`config.mk`:
```
export PLATFORM = sky130hd
export DESIGN_NAME = supersonic_ranger
export DESIGN_NICKNAME = d
export VERILOG_FILES = /design/src/rtl/supersonic_ranger.sv
export SDC_FILE = /design/constraint.sdc
export NUM_CORES = 1
export LEC_CHECK = 0
export ABC_AREA = 1
export BUFFER_PORTS_ARGS = -buffer_cell sky130_fd_sc_hd__buf_2
export CORE_MARGIN = 2
export CORE_UTILIZATION = 36
export DETAILED_ROUTE_END_ITERATION = 6
export HOLD_SLACK_MARGIN = 0.08
export PLACE_DENSITY = 0.48
export SETUP_SLACK_MARGIN = 0.02
export SYNTH_ARGS = -nofsm -noshare
export SYNTH_HDL_FRONTEND = slang
export SYNTH_SLANG_ARGS = --single-unit
```
`constraint.sdc`:
```
create_clock -name clk -period 2 [get_ports clk]
set_input_delay 0.2 -clock clk [delete_from_list [all_inputs] [get_ports clk]]
set_output_delay 0.2 -clock clk [all_outputs]
set_load 0.1 [all_outputs]
```
`src/rtl/supersonic_ranger.sv`:
```
// Ultrasonic ranging initiator: times the sensor trigger pulse, tracks the echo receiver
// strobes, retries failed attempts and enforces the quiet gap between attempts.
module supersonic_ranger #(
    parameter int unsigned TRIG_CYC      = 550,
    parameter int unsigned ECHO_WAIT_CYC = 50000,
    parameter int unsigned GAP_CYC       = 2500000,
    parameter int unsigned CNT_W         = 22,
    parameter int unsigned MAX_RETRY     = 3,
    parameter int unsigned RW            = 2
) (
    input  logic          clk,
    input  logic          rst,
    input  logic          start,
    input  logic          continuous,
    input  logic          echo_start,
    input  logic          echo_done,
    input  logic          echo_fail,
    output logic          trigger,
    output logic          busy,
    output logic          done,
    output logic          err,
    output logic [RW-1:0] attempt,
    output logic [2:0]    dbg_state
);

    typedef enum logic [2:0] {
        S_IDLE = 3'd0,
        S_TRIG = 3'd1,
        S_WAIT = 3'd2,
        S_MEAS = 3'd3,
        S_GAP  = 3'd4
    } state_t;

    localparam logic [CNT_W-1:0] TRIG_LAST   = CNT_W'(TRIG_CYC - 1);
    localparam logic [CNT_W-1:0] WAIT_LAST   = CNT_W'(ECHO_WAIT_CYC - 1);
    localparam logic [CNT_W-1:0] GAP_LAST    = CNT_W'(GAP_CYC - 1);
    localparam logic [RW:0]      RETRY_LIMIT = (RW + 1)'(MAX_RETRY);

    state_t           state_q, state_d;
    logic [CNT_W-1:0] cnt_q, cnt_d;
    logic [RW-1:0]    attempt_q, attempt_d;
    logic [RW:0]      attempt_inc;
    logic             retry_q, retry_d;
    logic             trigger_q, trigger_d;
    logic             busy_q, busy_d;
    logic             done_q, done_d;
    logic             err_q, err_d;
    logic             fail_now, success_now;

    always_ff @(posedge clk) begin
        if (rst) begin
            state_q   <= S_IDLE;
            cnt_q     <= '0;
            attempt_q <= '0;
            retry_q   <= 1'b0;
            trigger_q <= 1'b0;
            busy_q    <= 1'b0;
            done_q    <= 1'b0;
            err_q     <= 1'b0;
        end else begin
            state_q   <= state_d;
            cnt_q     <= cnt_d;
            attempt_q <= attempt_d;
            retry_q   <= retry_d;
            trigger_q <= trigger_d;
            busy_q    <= busy_d;
            done_q    <= done_d;
            err_q     <= err_d;
        end
    end

    // Receiver strobes only matter in the state that consumes them; done beats fail.
    always_comb begin
        state_d     = state_q;
        fail_now    = 1'b0;
        success_now = 1'b0;
        unique case (state_q)
            S_IDLE: if (start || continuous) state_d = S_TRIG;
            S_TRIG: if (cnt_q == TRIG_LAST) state_d = S_WAIT;
            S_WAIT: begin
                if (echo_start) begin
                    state_d = S_MEAS;
                end else if (cnt_q == WAIT_LAST) begin
                    fail_now = 1'b1;
                    state_d  = S_GAP;
                end
            end
            S_MEAS: begin
                if (echo_done) begin
                    success_now = 1'b1;
                    state_d     = S_GAP;
                end else if (echo_fail) begin
                    fail_now = 1'b1;
                    state_d  = S_GAP;
                end
            end
            S_GAP: if (cnt_q == GAP_LAST) state_d = (retry_q || continuous) ? S_TRIG : S_IDLE;
            default: state_d = S_IDLE;
        endcase
        if (state_d != state_q) begin
            cnt_d = '0;
        end else if (&cnt_q) begin
            cnt_d = cnt_q;
        end else begin
            cnt_d = cnt_q + CNT_W'(1);
        end
    end

    always_comb begin
        attempt_inc = {1'b0, attempt_q} + (RW + 1)'(1);
        attempt_d   = attempt_q;
        retry_d     = retry_q;
        err_d       = 1'b0;
        if (success_now) begin
            attempt_d = '0;
        end else if (fail_now) begin
            if (attempt_inc == RETRY_LIMIT) begin
                err_d     = 1'b1;
                attempt_d = '0;
                retry_d   = 1'b0;
            end else begin
                attempt_d = attempt_inc[RW-1:0];
                retry_d   = 1'b1;
            end
        end
        if (state_q == S_GAP && state_d == S_TRIG) retry_d = 1'b0;
        done_d    = success_now;
        trigger_d = (state_d == S_TRIG);
        busy_d    = (state_d != S_IDLE);
    end

    assign trigger   = trigger_q;
    assign busy      = busy_q;
    assign done      = done_q;
    assign err       = err_q;
    assign attempt   = attempt_q;
    assign dbg_state = state_q;

endmodule

```
==> results by group, run 1 <==
Outcome
  • Result of the run: finished clean

Place
  • Worst slack at placement: 0.0120 ns
  • HPWL after detailed placement: 4080 µm
  • Routability congestion estimate: 0.841
  • Count of buffers inserted at the top-level ports: 15
  • Total placed cells including tap cells: 402

Timing
  • Number of failing setup endpoints in the final timing report: 0
  • Setup WS post-layout: 0.195 ns
  • Final Hold Viols: 0
  • Maximum frequency from static timing analysis: 554 MHz
  • Post-layout min period: 1.81 ns
  • Number of pins with negative max-slew slack in the final report: 0
  • Worst slew slack as a fraction of its limit: 0.678
  • Slew of the pin with the lowest slew margin: 0.487 ns
  • Worst hold slack: 0.142 ns
  • Sum Neg Setup Slack: 0 ns
  • Final worst clock skew: 0.00919 ns
  • Setup repair after global routing missed its margin: false
  • Final critical-path share of the clock period: 0.903

Finish
  • Antenna diode count: 0
  • Non-Filler Instances: 413
  • NumNets Final: 349
  • Area growth from synthesis to layout: 18.3%
  • Share of post-route cells with drive strength above 1: 0.235

Setup path
  • Worst path arrival time: 2.04 ns
  • CP endpoint kind: flop
  • Max stage delay cell, worst path: sky130_fd_sc_hd__dfxtp_2
  • Critical Path Source Type: flop
  • Worst path bufs/invs: 2
  • Cell mode on critical path: sky130_fd_sc_hd__nand2_2
  • Worst path max stage delay: 0.36 ns
  • Cells traversed along the worst timing path: ha_2 -> nand2_2 -> nor2_4 -> nand2_2 -> nor3_2 -> nand2_2 -> inv_4 -> buf_4 -> nor2_1 -> nor2_2
  • Path type of the worst setup path: flop to flop
  • Largest delay contributor family on the critical path: simple AND/OR/NAND/NOR gates
  • CP Max Fanout: 11
  • Required time of the critical path: 2.23 ns

Floorplanning
  • Row count: 27
  • I/O pin count: 16
  • Horizontal die dimension: 79.3 µm
  • Die Span Y: 79.3 µm
  • Initial Utilization: 0.371
  • Floorplan Core Area: 0.00551 mm²
  • Die Footprint: 0.00629 mm²

Global route
  • Number of global-route vias before repair: 1895
  • GR met3 Demand/Resource: 0.0420
  • GR Overflow Total: 0
  • Most heavily used metal layer in global routing: met2
  • Number of antenna violations at the first check in global routing: 0
  • Pin count of the biggest net entering global routing: 12
  • Global-route wire length before repair: 9090 µm
  • Global-route met2 utilization: 0.299
  • GR Util All Layers: 0.190
  • Met1 usage in global routing: 0.253

Min path
  • Type of the tightest min-delay check: input port to flop

Clocking
  • Total clock buffers created by CTS: 5
  • CTS HTree Levels: 2
  • Number of buffers on the longest clock path: 2
  • Clock Pin Slew Worst Setup and Hold Paths: 0.07 ns
  • CTS sink cnt: 32
  • TritonCTS clock tree: built
  • Clock latency on the worst-skew pair: 0.29 ns
  • CTS Hold Bufs: 0
  • Library cell used as clock root buffer: sky130_fd_sc_hd__clkbuf_8

Yosys
  • Ys Warns: 0
  • Sequential cell area fraction in the yosys report: 0.314
  • Netlist area before placement: 0.00204 mm²
  • Synthesized netlist net count: 323
  • Cell count after synthesis: 314
  • Avg Inst Size Synth: 6.50 µm²
  • Unique masters post-synth: 26
  • Register bit total from synthesis: 32

Detailed routing
  • Number of optimization iterations in the first detailed-route pass: 4
  • Post-detailed-routing wire length: 5480 µm
  • Vias per inst: 4.75
  • Number of nets still failing antenna checks after routing: 0
  • Vias post-DR: 1963
  • Routed wirelength normalized by instance count: 13.3 µm
  • Number of DRC violations after detailed-routing iteration 0: 134
  • Drc violations: 0

Power
  • Final total power: 1.52 mW
  • Power Dens Cells: 630 mW/mm²
  • Leak Pwr: 0.986 nW
  • IR drop worst, VDD: 0.000314 V

Flow run
  • Count of maximum capacitance violations: 0
==> Yosys cell counts <==
master,n,area share
sky130_fd_sc_hd__nor2_2,25,0.077
sky130_fd_sc_hd__inv_2,2,0.0037
sky130_fd_sc_hd__nor3_1,8,0.020
sky130_fd_sc_hd__o211ai_1,1,0.0037
sky130_fd_sc_hd__nand2_2,2,0.0061
sky130_fd_sc_hd__inv_1,40,0.074
sky130_fd_sc_hd__nand3b_1,1,0.0037
sky130_fd_sc_hd__nand3_2,1,0.0049
sky130_fd_sc_hd__nand3_4,1,0.0086
sky130_fd_sc_hd__or2_2,2,0.0061
sky130_fd_sc_hd__xnor2_1,3,0.013
sky130_fd_sc_hd__a21oi_1,5,0.012
sky130_fd_sc_hd__dfxtp_1,32,0.31
sky130_fd_sc_hd__buf_6,3,0.017
sky130_fd_sc_hd__nand3_1,27,0.066
sky130_fd_sc_hd__buf_2,2,0.0049
sky130_fd_sc_hd__nor2_4,1,0.0055
sky130_fd_sc_hd__nor3_2,3,0.015
sky130_fd_sc_hd__ha_1,2,0.012
sky130_fd_sc_hd__xor2_1,14,0.060
sky130_fd_sc_hd__nor3b_1,1,0.0037
sky130_fd_sc_hd__nand2_1,52,0.096
sky130_fd_sc_hd__o21ai_0,7,0.017
sky130_fd_sc_hd__nor2_1,68,0.12
sky130_fd_sc_hd__clkinv_2,1,0.0024
sky130_fd_sc_hd__nand4_1,10,0.031
==> layer usage <==
layer  vias to the layer above  wire (µm)
met2                        42       2410
met1                       872       2630
met4                         0        145
li1                       1037          -
met3                        12        295
met5                         -          0
==> power breakdown <==
part	internal, mW	switching, mW	total [mW]
Sequential	0.648	0.00822	0.656
Combinational	0.0446	0.123	0.168
Clock	0.440	0.257	0.697
==> cell families after synthesis <==
| logic type | count (synthesis) | share of synthesized area |
|---|---|---|
| flops | 32 | 0.314 |
| buf+inv | 48 | 0.101 |
| xor+xnor | 17 | 0.0729 |
| fa+ha+maj | 2 | 0.0123 |
| compound gates | 13 | 0.0331 |
| simple gates | 202 | 0.467 |
==> final cells by class <==
type	count	area, µm²
Fill cell	596	3090
Multi-Input combinational cell	236	1240
Sequential cell	32	647
Inverter	43	166
Timing Repair Buffer	22	140
Clock buffer	7	96.3
Tap cell	72	90.1
Clock inverter	1	30.0
==> timing repair <==
action,4_1_cts,5_1_grt
resized for setup,1,10
gates cloned,1,1
setup endpoints to repair,15,22
buffers inserted,0,1
pin swaps,0,1
==> state kept, by name, indices dropped and copies added (netlist names) <==
signal / cells
busy: 1
dbg_state: 3
cnt_q: 22
err: 1
trigger: 1
retry_q: 1
attempt: 2
done: 1
==> worst register-to-register path: stages, from the launching register on <==
cell                      delay (ns)
sky130_fd_sc_hd__dfxtp_2        0.36
sky130_fd_sc_hd__ha_2           0.22
sky130_fd_sc_hd__nand2_2        0.08
sky130_fd_sc_hd__nor2_4         0.15
sky130_fd_sc_hd__nand2_2        0.12
sky130_fd_sc_hd__nor3_2         0.22
sky130_fd_sc_hd__nand2_2        0.13
sky130_fd_sc_hd__inv_4          0.13
sky130_fd_sc_hd__buf_4          0.17
sky130_fd_sc_hd__nor2_1         0.07
sky130_fd_sc_hd__nor2_2         0.09
==> final timing paths <==
check | startpoint | end | slack [ns] | cells after the start
worst min register to register | attempt[0] | attempt[0] | 0.52 | 2
worst max register to register | cnt_q[0] | cnt_q[9] | 0.19 | 10
worst max-delay path | cnt_q[0] | cnt_q[9] | 0.19 | 10
worst min-delay path | rst | err | 0.14 | 2
==> metrics by stage <==
step            util  area (µm²)
3_3_place_gp   0.402        2210
3_5_place_dp   0.402        2210
6_report       0.439        2410
5_1_grt        0.439        2410
2_1_floorplan      -        2050
4_1_cts        0.428        2360
==> layout by cell type (no fill, tap or decap), drive strengths merged <==
| master | Yosys | routed |
|---|---|---|
| clkbuf | 0 | 7 |
| nor3b | 1 | 1 |
| nand3 | 29 | 31 |
| nand2 | 54 | 54 |
| ha | 2 | 2 |
| xor2 | 14 | 14 |
| o21ai | 7 | 7 |
| dfxtp | 32 | 32 |
| a21oi | 5 | 5 |
| or2 | 2 | 2 |
| o211ai | 1 | 1 |
| nand4 | 10 | 10 |
| inv | 42 | 43 |
| buf | 5 | 22 |
| nor2 | 94 | 94 |
| bufinv | 0 | 1 |
| nor3 | 11 | 11 |
| xnor2 | 3 | 3 |
| nand3b | 1 | 1 |
Power figures use the tool's default switching activity.
==> run 2, diff against run 1 <==
--- a/config.mk
+++ b/config.mk
@@ -11,6 +11,7 @@
 export CORE_UTILIZATION = 36
 export DETAILED_ROUTE_END_ITERATION = 6
 export HOLD_SLACK_MARGIN = 0.08
+export MAX_ROUTING_LAYER = met4
 export PLACE_DENSITY = 0.48
 export SETUP_SLACK_MARGIN = 0.02
 export SYNTH_ARGS = -nofsm -noshare
==> run 2 against run 1 <==
Net effect:
- cell count is the same
- global-route usage rose by 0.44 points
- combinational power about the same
- critical endpoint unchanged
- critical path type unchanged
- clock skew decreased by 0.00097 ns
- die area unchanged
- first-iteration DRC count shrank 14%
- sequential share of layout area unchanged
- fmax barely moved
- hold slack about the same
- register-to-register slack is essentially flat
- cell area stayed put
==> results by group, run 2 (synthesis gave the netlist of run 1 again) <==
Finish
  • Layout fillers: 596 (unchanged)
  • Leading cell type in the layout, fill and taps excluded: sky130_fd_sc_hd__nor2_1
  • Area growth from synthesis to layout: 18.3% (unchanged)
  • Flip-flop count of the largest register after layout: 22 (unchanged)
  • Area of all sequential standard cells: 647 µm² (unchanged)
  • Area of the multi-input gates: 0.00124 mm² (unchanged)
  • Share of post-route cells with drive strength above 1: 0.235 (unchanged)
  • NumNets Final: 349 (unchanged)
  • Non-Filler Instances: 413 (unchanged)
  • Antenna diode count: 0 (unchanged)
  • Register name with the most flops: cnt_q
  • Most used cells in the layout excluding fill and tap cells: sky130_fd_sc_hd__nor2_1 (68), sky130_fd_sc_hd__nand2_1 (49), sky130_fd_sc_hd__inv_1 (40)
  • Summed area of non-filler cells in the final layout: 0.00241 mm² (unchanged)

Detailed routing
  • Met1 WL: 2670 µm (+1.6%)
  • Met3 Routed Length: 246 µm (-17%)
  • Met2 routed wirelength: 2420 µm (+0.67%)
  • Post-detailed-routing wire length: 5480 µm (about the same)
  • Drc violations: 0 (unchanged)
  • Vias post-DR: 1972 (+0.46%)
  • Number of nets still failing antenna checks after routing: 0 (unchanged)
  • Routed wirelength normalized by instance count: 13.3 µm (about the same)
  • Number of optimization iterations in the first detailed-route pass: 4 (unchanged)
  • Number of DRC violations after detailed-routing iteration 0: 115 (-14%)
  • Vias per inst: 4.77 (+0.46%)
  • Highest routing layer actually used: met4

Power
  • Power Dens Cells: 629 mW/mm² (about the same)
  • Internal cell power: 1.13 mW (about the same)
  • Leak Pwr: 0.986 nW (unchanged)
  • Portion of total power attributed to sequential cells: 0.432 (about the same)
  • Switch share: 0.255 (-0.000495)
  • Clk pwr share: 0.458 (about the same)
  • Share of total power in combinational logic: 0.110 (about the same)
  • IR drop worst, VDD: 0.000312 V (-0.60%)
  • Net load switching power: 0.387 mW (-0.26%)

Timing
  • Final critical-path share of the clock period: 0.902 (about the same)
  • Setup WS post-layout: 0.195 ns (+0.000695 ns)
  • Maximum frequency from static timing analysis: 554 MHz (about the same)
  • Final worst clock skew: 0.00822 ns (-0.000972 ns)
  • Final Hold Viols: 0 (unchanged)
  • Number of failing setup endpoints in the final timing report: 0 (unchanged)
  • Setup repair after global routing missed its margin: false
  • Post-layout min period: 1.80 ns (-0.000695 ns)
  • Worst hold slack: 0.141 ns (-0.000165 ns)
  • Worst slew slack as a fraction of its limit: 0.678 (unchanged)
  • Sum Neg Setup Slack: 0 ns (unchanged)
  • Slew of the pin with the lowest slew margin: 0.487 ns (unchanged)
  • Number of pins with negative max-slew slack in the final report: 0 (unchanged)

Global route
  • GR Util All Layers: 0.194 (+0.00438)
  • Number of global-route vias before repair: 1895 (unchanged)
  • GR Overflow Total: 0 (unchanged)
  • Global-route wire length before repair: 9090 µm (about the same)
  • Pin count of the biggest net entering global routing: 12 (unchanged)
  • Number of antenna violations at the first check in global routing: 0 (unchanged)

Clocking
  • Number of buffers on the longest clock path: 2 (unchanged)
  • CTS sink cnt: 32 (unchanged)
  • CTS HTree Levels: 2 (unchanged)
  • Total clock buffers created by CTS: 5 (unchanged)
  • Clock latency on the worst-skew pair: 0.29 ns (about the same)
  • Library cell used as clock root buffer: sky130_fd_sc_hd__clkbuf_8
  • CTS Hold Bufs: 0 (unchanged)
  • TritonCTS clock tree: built
  • Clock Pin Slew Worst Setup and Hold Paths: 0.07 ns (about the same)

Setup path
  • Path type of the worst setup path: flop to flop
  • Startpoint of the worst-slack reg-to-reg timing path: cnt_q[0]
  • Worst path arrival time: 2.04 ns (about the same)
  • Launch point of the critical path: cnt_q[0]
  • CP Max Fanout: 11 (unchanged)
  • CP endpoint kind: flop
  • Critical Path Source Type: flop
  • Required time of the critical path: 2.23 ns (about the same)

Floorplanning
  • Horizontal die dimension: 79.3 µm (unchanged)
  • Die Span Y: 79.3 µm (unchanged)
  • Floorplan Core Area: 0.00551 mm² (unchanged)
  • I/O pin count: 16 (unchanged)
  • Row count: 27 (unchanged)
  • Die Footprint: 0.00629 mm² (unchanged)
  • Initial Utilization: 0.371 (unchanged)

Place
  • Total placed cells including tap cells: 402 (unchanged)
  • Worst slack at placement: 0.0120 ns (unchanged)
  • HPWL after detailed placement: 4080 µm (unchanged)
  • Count of buffers inserted at the top-level ports: 15 (unchanged)
  • Placed standard-cell area: 0.00221 mm² (unchanged)
  • Routability congestion estimate: 0.854 (+1.6%)

Flow run
  • Count of maximum capacitance violations: 0 (unchanged)

Min path
  • Startpoint of the lowest-slack hold path: rst
  • Type of the tightest min-delay check: input port to flop

Outcome
  • Result of the run: finished clean
[run 2: per-layer routing]
layer | vias up | track usage
li1 | 1037 | -
met5 | - | -
met2 | 37 | 0.299
met3 | 10 | 0.0386
met4 | 0 | 0.0707
met1 | 888 | 0.253
[run 2: power groups by stage]
stage	combinational, mW	clock, mW	sequential [mW]
2_1_floorplan	0.0661	0	0.712
3_3_place_gp	0.135	0	0.669
3_5_place_dp	0.135	0	0.670
4_1_cts	0.147	0.714	0.655
5_1_grt	0.179	0.742	0.658
6_report	0.167	0.696	0.656
[run 2: final cells by class]
class | count | area share
clock buffer | 7 | 0.0399
tap | 72 | 0.0373
inverter | 43 | 0.0689
timing repair buffer | 22 | 0.0580
sequential | 32 | 0.268
multi-input combinational | 236 | 0.516
clock inverter | 1 | 0.0124
[run 2: repair_timing]
| item | 4_1_cts | 5_1_grt |
|---|---|---|
| endpoints found under the setup margin | 15 | 22 |
| cloned | 1 | 1 |
| pin swaps | 0 | 1 |
| resized for setup | 1 | 10 |
| buffers inserted | 0 | 1 |
[run 2: worst paths after layout]
| path | end | slack [ns] | cells past startpoint |
|---|---|---|---|
| min | err | 0.14 | 2 |
| max reg2reg | cnt_q[9] | 0.20 | 10 |
| max | cnt_q[9] | 0.20 | 10 |
| min reg2reg | attempt[0] | 0.52 | 2 |
[run 2: worst max-delay path: stages, from the launching register on]
cell and delay [ns]:
sky130_fd_sc_hd__dfxtp_2 0.36, sky130_fd_sc_hd__ha_2 0.22, sky130_fd_sc_hd__nand2_2 0.08, sky130_fd_sc_hd__nor2_4 0.15, sky130_fd_sc_hd__nand2_2 0.12, sky130_fd_sc_hd__nor3_2 0.22
sky130_fd_sc_hd__nand2_2 0.13, sky130_fd_sc_hd__inv_4 0.13, sky130_fd_sc_hd__buf_4 0.17, sky130_fd_sc_hd__nor2_1 0.07, sky130_fd_sc_hd__nor2_2 0.09
[run 2: per-stage QoR]
step / util / power, mW
final: 0.439 / 1.52
after CTS: 0.428 / 1.52
after floorplan: - / 0.779
after global placement: 0.402 / 0.804
after detailed placement: 0.402 / 0.804
after global routing: 0.439 / 1.58
